## src/rtl/fp_mul_pipe.sv

```systemverilog
// fp_mul_pipe: three-stage pipelined floating-point multiplier for the
// exception-tagged format {exc[1:0], sign, exponent[WE-1:0], fraction[WF-1:0]}.
// The exception codes are 00 normal, 01 zero, 10 infinity and 11 NaN.
// There are no subnormals. Results that underflow are flushed to zero.
//
// Ports:
//   clk        rising-edge clock
//   rst        synchronous active-high reset; discards all in-flight work
//   in_valid   operand pair valid
//   in_ready   operands accepted this cycle (combinational, = pipeline enable)
//   x, y       operands, W = WE+WF+3 bits
//   rm         rounding mode: 0 round-to-nearest-even, 1 truncate; travels with operands
//   out_valid  registered result valid
//   out_ready  downstream accepts result
//   r          registered product, held while stalled
module fp_mul_pipe #(
    parameter  int unsigned WE = 8,
    parameter  int unsigned WF = 23,
    localparam int unsigned W  = WE + WF + 3
) (
    input  logic         clk,
    input  logic         rst,
    input  logic         in_valid,
    output logic         in_ready,
    input  logic [W-1:0] x,
    input  logic [W-1:0] y,
    input  logic         rm,
    output logic         out_valid,
    input  logic         out_ready,
    output logic [W-1:0] r
);

    localparam int unsigned PW = 2 * WF + 2;   // full mantissa product width
    localparam int unsigned EW = WE + 2;       // two's-complement working exponent

    localparam logic [EW-1:0] BIAS  = {3'b000, {(WE-1){1'b1}}};
    localparam logic [EW-1:0] EMAX  = {2'b00, {WE{1'b1}}};
    localparam logic [EW-1:0] E_ONE = {{(EW-1){1'b0}}, 1'b1};

    typedef enum logic [1:0] {
        EXC_NORM = 2'b00,
        EXC_ZERO = 2'b01,
        EXC_INF  = 2'b10,
        EXC_NAN  = 2'b11
    } exc_e;

    // Whole pipeline moves unless a finished result is waiting on downstream.
    logic en;
    assign en        = !out_valid_q || out_ready;
    assign in_ready  = en;

    // ---------------- stage registers ----------------
    logic          s1_valid_q, s1_rm_q, s1_sign_q;
    exc_e          s1_exc_q;
    logic [EW-1:0] s1_exp_q;
    logic [PW-1:0] s1_prod_q;

    logic          s2_valid_q, s2_rm_q, s2_sign_q;
    exc_e          s2_exc_q;
    logic [EW-1:0] s2_exp_q;
    logic [WF-1:0] s2_frac_q;
    logic          s2_guard_q, s2_sticky_q;

    logic          out_valid_q;
    logic [W-1:0]  r_q;

    // ---------------- S1: decode, exponent sum, multiply ----------------
    exc_e          xe, ye;
    logic          s1_sign_d;
    exc_e          s1_exc_d;
    logic [EW-1:0] s1_exp_d;
    logic [PW-1:0] s1_prod_d;

    assign xe = exc_e'(x[W-1:W-2]);
    assign ye = exc_e'(y[W-1:W-2]);

    always_comb begin
        s1_sign_d = x[W-3] ^ y[W-3];
        // Wraps modulo 2^EW; the top bit then reads as the sign.
        s1_exp_d  = {2'b00, x[W-4:WF]} + {2'b00, y[W-4:WF]} - BIAS;
        s1_prod_d = {{(WF+1){1'b0}}, 1'b1, x[WF-1:0]} *
                    {{(WF+1){1'b0}}, 1'b1, y[WF-1:0]};
        if (xe == EXC_NAN || ye == EXC_NAN ||
            (xe == EXC_ZERO && ye == EXC_INF) || (xe == EXC_INF && ye == EXC_ZERO))
            s1_exc_d = EXC_NAN;
        else if (xe == EXC_INF || ye == EXC_INF)
            s1_exc_d = EXC_INF;
        else if (xe == EXC_ZERO || ye == EXC_ZERO)
            s1_exc_d = EXC_ZERO;
        else
            s1_exc_d = EXC_NORM;
    end

    // ---------------- S2: normalise, guard/sticky ----------------
    logic [EW-1:0] s2_exp_d;
    logic [WF-1:0] s2_frac_d;
    logic          s2_guard_d, s2_sticky_d;

    always_comb begin
        if (s1_prod_q[PW-1]) begin
            // Product in [2,4): drop one more bit into guard/sticky.
            s2_exp_d    = s1_exp_q + E_ONE;
            s2_frac_d   = s1_prod_q[PW-2:WF+1];
            s2_guard_d  = s1_prod_q[WF];
            s2_sticky_d = |s1_prod_q[WF-1:0];
        end else begin
            s2_exp_d    = s1_exp_q;
            s2_frac_d   = s1_prod_q[PW-3:WF];
            s2_guard_d  = s1_prod_q[WF-1];
            s2_sticky_d = |s1_prod_q[WF-2:0];
        end
    end

    // ---------------- S3: round, range check, pack ----------------
    logic          inc, carry;
    logic [WF-1:0] frac_r;
    logic [EW-1:0] exp_r;
    logic [W-1:0]  r_d;

    always_comb begin
        inc             = !s2_rm_q && s2_guard_q && (s2_sticky_q || s2_frac_q[0]);
        {carry, frac_r} = {1'b0, s2_frac_q} + {{WF{1'b0}}, inc};
        // A carry out of the fraction leaves frac_r = 0, i.e. mantissa 1.0 one binade up.
        exp_r           = s2_exp_q + {{(EW-1){1'b0}}, carry};
        r_d             = '0;
        unique case (s2_exc_q)
            EXC_NAN:  r_d = {EXC_NAN,  s2_sign_q, {(WE+WF){1'b0}}};
            EXC_INF:  r_d = {EXC_INF,  s2_sign_q, {(WE+WF){1'b0}}};
            EXC_ZERO: r_d = {EXC_ZERO, s2_sign_q, {(WE+WF){1'b0}}};
            default: begin
                if (exp_r[EW-1])
                    r_d = {EXC_ZERO, s2_sign_q, {(WE+WF){1'b0}}};
                else if (exp_r > EMAX)
                    r_d = {EXC_INF, s2_sign_q, {(WE+WF){1'b0}}};
                else
                    r_d = {EXC_NORM, s2_sign_q, exp_r[WE-1:0], frac_r};
            end
        endcase
    end

    // ---------------- state update ----------------
    always_ff @(posedge clk) begin
        if (rst) begin
            s1_valid_q  <= 1'b0;
            s1_rm_q     <= 1'b0;
            s1_sign_q   <= 1'b0;
            s1_exc_q    <= EXC_NORM;
            s1_exp_q    <= '0;
            s1_prod_q   <= '0;
            s2_valid_q  <= 1'b0;
            s2_rm_q     <= 1'b0;
            s2_sign_q   <= 1'b0;
            s2_exc_q    <= EXC_NORM;
            s2_exp_q    <= '0;
            s2_frac_q   <= '0;
            s2_guard_q  <= 1'b0;
            s2_sticky_q <= 1'b0;
            out_valid_q <= 1'b0;
            r_q         <= '0;
        end else if (en) begin
            s1_valid_q  <= in_valid;
            s1_rm_q     <= rm;
            s1_sign_q   <= s1_sign_d;
            s1_exc_q    <= s1_exc_d;
            s1_exp_q    <= s1_exp_d;
            s1_prod_q   <= s1_prod_d;
            s2_valid_q  <= s1_valid_q;
            s2_rm_q     <= s1_rm_q;
            s2_sign_q   <= s1_sign_q;
            s2_exc_q    <= s1_exc_q;
            s2_exp_q    <= s2_exp_d;
            s2_frac_q   <= s2_frac_d;
            s2_guard_q  <= s2_guard_d;
            s2_sticky_q <= s2_sticky_d;
            out_valid_q <= s2_valid_q;
            // Bubbles leave r untouched so it always shows the last real product.
            if (s2_valid_q)
                r_q <= r_d;
        end
    end

    assign out_valid = out_valid_q;
    assign r         = r_q;

endmodule

```

## config.mk

```make
export PLATFORM = sky130hd
export DESIGN_NAME = fp_mul_pipe
export DESIGN_NICKNAME = d
export VERILOG_FILES = /design/src/rtl/fp_mul_pipe.sv
export SDC_FILE = /design/constraint.sdc
export NUM_CORES = 2
export LEC_CHECK = 0
export BUFFER_PORTS_ARGS = -buffer_cell sky130_fd_sc_hd__buf_2
export CAP_MARGIN = 15
export CELL_PAD_IN_SITES_DETAIL_PLACEMENT = 1
export CELL_PAD_IN_SITES_GLOBAL_PLACEMENT = 1
export CORE_MARGIN = 8
export CORE_UTILIZATION = 50
export DETAILED_ROUTE_END_ITERATION = 6
export PLACE_DENSITY_LB_ADDON = 0.1
export SYNTH_ARGS = -nofsm -noshare
export SYNTH_HDL_FRONTEND = slang
export SYNTH_SLANG_ARGS = --single-unit
```

## constraint.sdc

```tcl
create_clock -name clk -period 7.45 [get_ports clk]
set_input_delay 0.745 -clock clk [delete_from_list [all_inputs] [get_ports clk]]
set_output_delay 0.745 -clock clk [all_outputs]
set_load 0.02 [all_outputs]
```

; After elaboration in Yosys (flattened, before gate mapping)
; Cells that the tools add are included.
[op_classes]
add_sub_neg = 5
multipliers = 1
n_lt_le_gt_ge = 1
n_eq_ne = 9
mux = 10
bitwise = 1
reduce_logical = 16
[op_table]
columns = operator, n
row1 = 34-bit case mux with 3 select lines, 1
row2 = 34-bit 2-to-1 mux, 2
row3 = 24-bit by 24-bit multiplier with 48-bit output, 1
row4 = 23-bit by 1-bit adder with 24-bit output, 1
row5 = 23-bit 2-to-1 mux, 1
row6 = 23-bit OR reduction, 1
row7 = 22-bit OR reduction, 1
row8 = 2-bit == test (second input constant), 6
row9 = 10-bit by 1-bit adder with 10-bit output, 1
row10 = 10-bit by 1-bit adder with 10-bit output (second input constant), 1
row11 = 10-bit by 8-bit greater-than comparator with 1-bit output (second input constant), 1
row12 = 10-bit 2-to-1 mux, 1
row13 = 9-bit by 7-bit subtractor with 10-bit output (second input constant), 1
row14 = 8-bit by 8-bit adder with 9-bit output, 1
row15 = 1-bit logical OR, 7
row16 = 2-bit by 1-bit == test with 1-bit output (second input constant), 3
row17 = 1-bit logical AND, 4
row18 = 2-bit 2-to-1 mux, 2
row19 = 1-bit 2-to-1 mux, 3
row20 = 1-bit logical NOT, 2
row21 = 2-bit AND reduction, 1
row22 = 1-bit bitwise XOR, 1
[word_totals]
register_bits = 138
inputBits = 73
out_inout_bits = 36
word_cells = 59

; Longest topological paths before layout
[depth]
depth_word = 9
depth_mapped = 26
mapped_depth_nobuf = 24

; Least setup slack after synthesis
; Ideal clock, no wire load.
[synth_path]
path_kind = input -> register
from = in y[12]
to = reg s1_prod_q[45]
setup_ps = 79
t_arrival_ps = 6815
required_ps = 7371
slack_ps = 556
stages = 25
path_buffers = 3
path_cell_list = clkbuf_1 > clkbuf_1 > nand2_1 > fa_1 > inv_1 > fa_1 > inv_1 > fa_1 > inv_1 > fa_1 > fa_1 > fa_1 > inv_1 > fa_1 > inv_1 > ha_1 > clkbuf_8 > a21oi_1 > o21ai_0 > a2111oi_0 > nor3_1 > nor3_2 > o21ai_2 > xnor2_1 > a211oi_2
[synth_between]
elab_chain_len = 1
[synth_rtl]
columns = element, line_no
row1 = start: declaration, 26  ; input logic [W-1:0] y,
row2 = 24-bit by 24-bit multiplier with 48-bit output, 81  ; s1_prod_d = {{(WF+1){1'b0}}, 1'b1, x[WF-1:0]} *
row3 = end signal: assignment, 166  ; s1_prod_q <= s1_prod_d;
row4 = end: declaration, 56  ; logic [PW-1:0] s1_prod_q;
; Every way passes these cells.
; A chain may end at the register's enable or synchronous reset.

; Worst setup path after layout
[layout_path]
from = in x[7]
to = reg s1_prod_q[47]
[layout_between]
elab_chain_len = 1
[layout_rtl]
columns = element, line_no
row1 = start: declaration, 25  ; input logic [W-1:0] x,
row2 = 24-bit by 24-bit multiplier with 48-bit output, 81
; Every way passes these cells.

==> results.json <==
{
  "status": "complete, no violations",
  "hold_class": "reg -> reg",
  "crit_start": "x[7]",
  "crit_required_ns": 7.77,
  "cts_hold_buf": 0,
  "synth_nets": 3615,
  "r2r_slack_ns": 2.94,
  "start_kind": "input pin",
  "cts_tree": "done",
  "antenna_found_initial": 3,
  "finClkSkew_ns": 0.00777,
  "start_util_pct": 50.3,
  "vias_per_cell": 5.39,
  "h-tree-depth": 4,
  "crit_arrival_ns": 7.40,
  "postSynthAreaPerCell_um2": 8.73,
  "slew_headroom_pct": 40.6,
  "seq_area_frac_synth_pct": 11.0,
  "final_antenna_net_count": 0,
  "nets": 3709,
  "cts.sinks": 138,
  "worstMarginPinSlew_ns": 0.892,
  "r2r_end": "r[19]$_SDFFE_PP0P_",
  "gr-total-overflow": 0,
  "place.gp.congestion": 0.915,
  "min_period_ns": 7.07,
  "die-area_um2": 57400,
  "drc": 0,
  "clk_pin_slew_ns": 0.06,
  "first_iter_violations": 996,
  "die_x_um": 240,
  "area_growth_pct": 9.07,
  "drv_slew": 0,
  "yosysWarnings": 0,
  "grt_pass1_vias": 22170,
  "fmax_mhz": 141,
  "crit_path_max_fanout": 7,
  "core.rowCount": 82,
  "min_path_cells": 2,
  "fin_hold_ws_ns": 0.454,
  "first_pass_iters": 6,
  "fillers": 5912,
  "io_buffers": 108,
  "ys_ff_latch": 138,
  "syn_inst": 2866,
  "drive_above_1_share_pct": 9.52,
  "async_flop_share_pct": 0,
  "wl_per_cell_um": 21.3,
  "worstSkewPairLatency_ns": 0.42,
  "rsz0062_at_grt": "false",
  "crit_path_end": "s1_prod_q[47]$_SDFFE_PP0N_",
  "path_class": "in -> reg",
  "synthFlopType": "dfxtp_1",
  "insertedDiodeCount": 0,
  "cp-end-kind": "flip-flop",
  "track_usage_pct": 27.7,
  "cap_violations": 0,
  "core_um2": 49800,
  "boundaryPins": 109,
  "min_period_over_period_pct": 94.9,
  "wl_um": 77700,
  "grt_pass1_wl_um": 124000,
  "r2r-start": "s2_frac_q[0]$_SDFFE_PP0N_",
  "root_buffer": "clkbuf_16",
  "dieHeight_um": 240,
  "synthesis.area_um2": 25000,
  "grt_max_degree": 63,
  "yosysUniqueCellTypes": 73,
  "dp_hpwl_um": 65900,
  "cts.path.max_buffers": 2,
  "setup_viol": 0,
  "cts_resized": 0,
  "r2r_cells": 16,
  "postCtsSetupBuffers": 0,
  "hold_viol": 0,
  "numCtsBuffers": 17,
  "synth_edf_count": 0,
  "via_count": 19633
}
-- logic make-up after synthesis --
family / share of synthesized area (%)
simple gates: 17.5
buf+inv: 11.5
fa+ha+maj: 48.3
compound gates: 7.80
flops: 11.0
xor+xnor: 2.87
mux: 1.04
-- through the flow --
| stage | instances | TNS (ns) | utilization, % | instance area [µm²] | setup WS [ns] |
|---|---|---|---|---|---|
| final | 3645 | 0 | 54.8 | 27300 | 0.377 |
| after global routing | 3645 | 0 | 54.8 | 27300 | 0.147 |
| after CTS | 3645 | 0 | 54.8 | 27300 | 0.438 |
| after detailed placement | 3613 | -0.0134 | 53.6 | 26700 | -0.0134 |
| after global placement | 3613 | 0 | 53.6 | 26700 | 0.140 |
| after floorplan | 2866 | 0 | - | 25000 | 0.556 |
-- flip-flops by register name, summed over array words and instances (netlist names) --
| register | count |
|---|---|
| s2_rm_q | 1 |
| r | 34 |
| s2_exc_q | 2 |
| s1_valid_q | 1 |
| s2_guard_q | 1 |
| s1_exc_q | 2 |
| s2_valid_q | 1 |
| s2_sticky_q | 1 |
| s1_rm_q | 1 |
| s2_exp_q | 10 |
| s1_sign_q | 1 |
| s1_exp_q | 10 |
| s2_sign_q | 1 |
| s2_frac_q | 23 |
| out_valid | 1 |
| s1_prod_q | 48 |
-- Yosys cell counts, types with 8 or more instances --
library cell / n / share of area [%]
nand2_1: 386 / 5.8
clkbuf_1: 127 / 1.9
nand4_1: 14 / 0.35
a21oi_1: 96 / 1.9
a21o_1: 29 / 0.87
ha_1: 193 / 9.7
fa_1: 483 / 39
a211oi_1: 49 / 1.5
nand3_1: 43 / 0.86
nand3b_1: 8 / 0.24
mux2i_1: 26 / 1.0
a22oi_1: 26 / 0.78
dfxtp_1: 138 / 11
xor2_1: 29 / 1.0
inv_1: 577 / 8.7
and2_1: 242 / 6.1
o21bai_1: 10 / 0.30
nor2_1: 149 / 2.2
buf_4: 8 / 0.24
nor3_1: 22 / 0.44
xnor2_1: 53 / 1.9
o21ai_0: 28 / 0.56
and3_1: 9 / 0.23
-- routing by layer --
metal	up-vias	part of all wire (%)	GRT usage [%]	wire length, µm
met2	541	49	48.0	37700
li1	8914	-	-	-
met1	10060	43	35.6	33200
met3	116	5.4	3.77	4230
met4	2	3.2	8.69	2490
met5	-	0.017	0	13
-- area by class of cell --
type | count | area [µm²] | area share (%)
clock inverters | 11 | 145 | 0.532
inverters | 581 | 2180 | 8.00
clock buffers | 21 | 460 | 1.69
well taps | 672 | 841 | 3.08
flip-flops and latches | 138 | 2760 | 10.1
multi-input cells | 1993 | 19400 | 71.1
repair buffers | 229 | 1500 | 5.50
-- placed cells by master (no fill, tap or decap), types with 29 or more instances in the layout --
master	netlist	routed
a211oi_1	49	49
a21o_1	29	29
a21oi_1	96	96
and2_1	242	242
buf_2	3	107
buf_4	8	118
dfxtp_1	138	137
fa_1	483	483
ha_1	193	193
inv_1	577	577
nand2_1	386	386
nand3_1	43	43
nor2_1	149	149
xnor2_1	53	53
xor2_1	29	29
-- how the worst min path moves through the flow --
stage	from	end	slack (ns)
floorplan	s1_prod_q[5]$_SDFFE_PP0N_	s1_prod_q[5]$_SDFFE_PP0N_	0.43
global placement	s1_prod_q[18]$_SDFFE_PP0N_	s1_prod_q[18]$_SDFFE_PP0N_	0.44
detailed placement	s1_prod_q[15]$_SDFFE_PP0N_	s1_prod_q[15]$_SDFFE_PP0N_	0.45
CTS	s1_prod_q[15]$_SDFFE_PP0N_	s1_prod_q[15]$_SDFFE_PP0N_	0.45
global route	s1_prod_q[15]$_SDFFE_PP0N_	s1_prod_q[15]$_SDFFE_PP0N_	0.46
finish	s1_prod_q[15]$_SDFFE_PP0N_	s1_prod_q[15]$_SDFFE_PP0N_	0.45
-- worst max-delay path, cell delays in order --
cell	delay (ns)
buf_2	0.18
inv_1	0.34
nor2_1	0.13
fa_1	0.56
inv_1	0.05
fa_1	0.49
inv_1	0.08
fa_1	0.50
inv_1	0.06
fa_1	0.53
inv_1	0.05
fa_1	0.38
fa_1	0.54
inv_1	0.06
fa_1	0.47
inv_1	0.04
ha_1	0.36
a21o_1	0.19
a21o_1	0.19
a2111oi_2	0.40
nand3_1	0.20
a21oi_2	0.31
o31ai_1	0.14
xnor2_1	0.15
a211oi_1	0.25
Power is not shown: default switching activity piles up to over one toggle a cycle in this logic, so the estimate is an artifact.
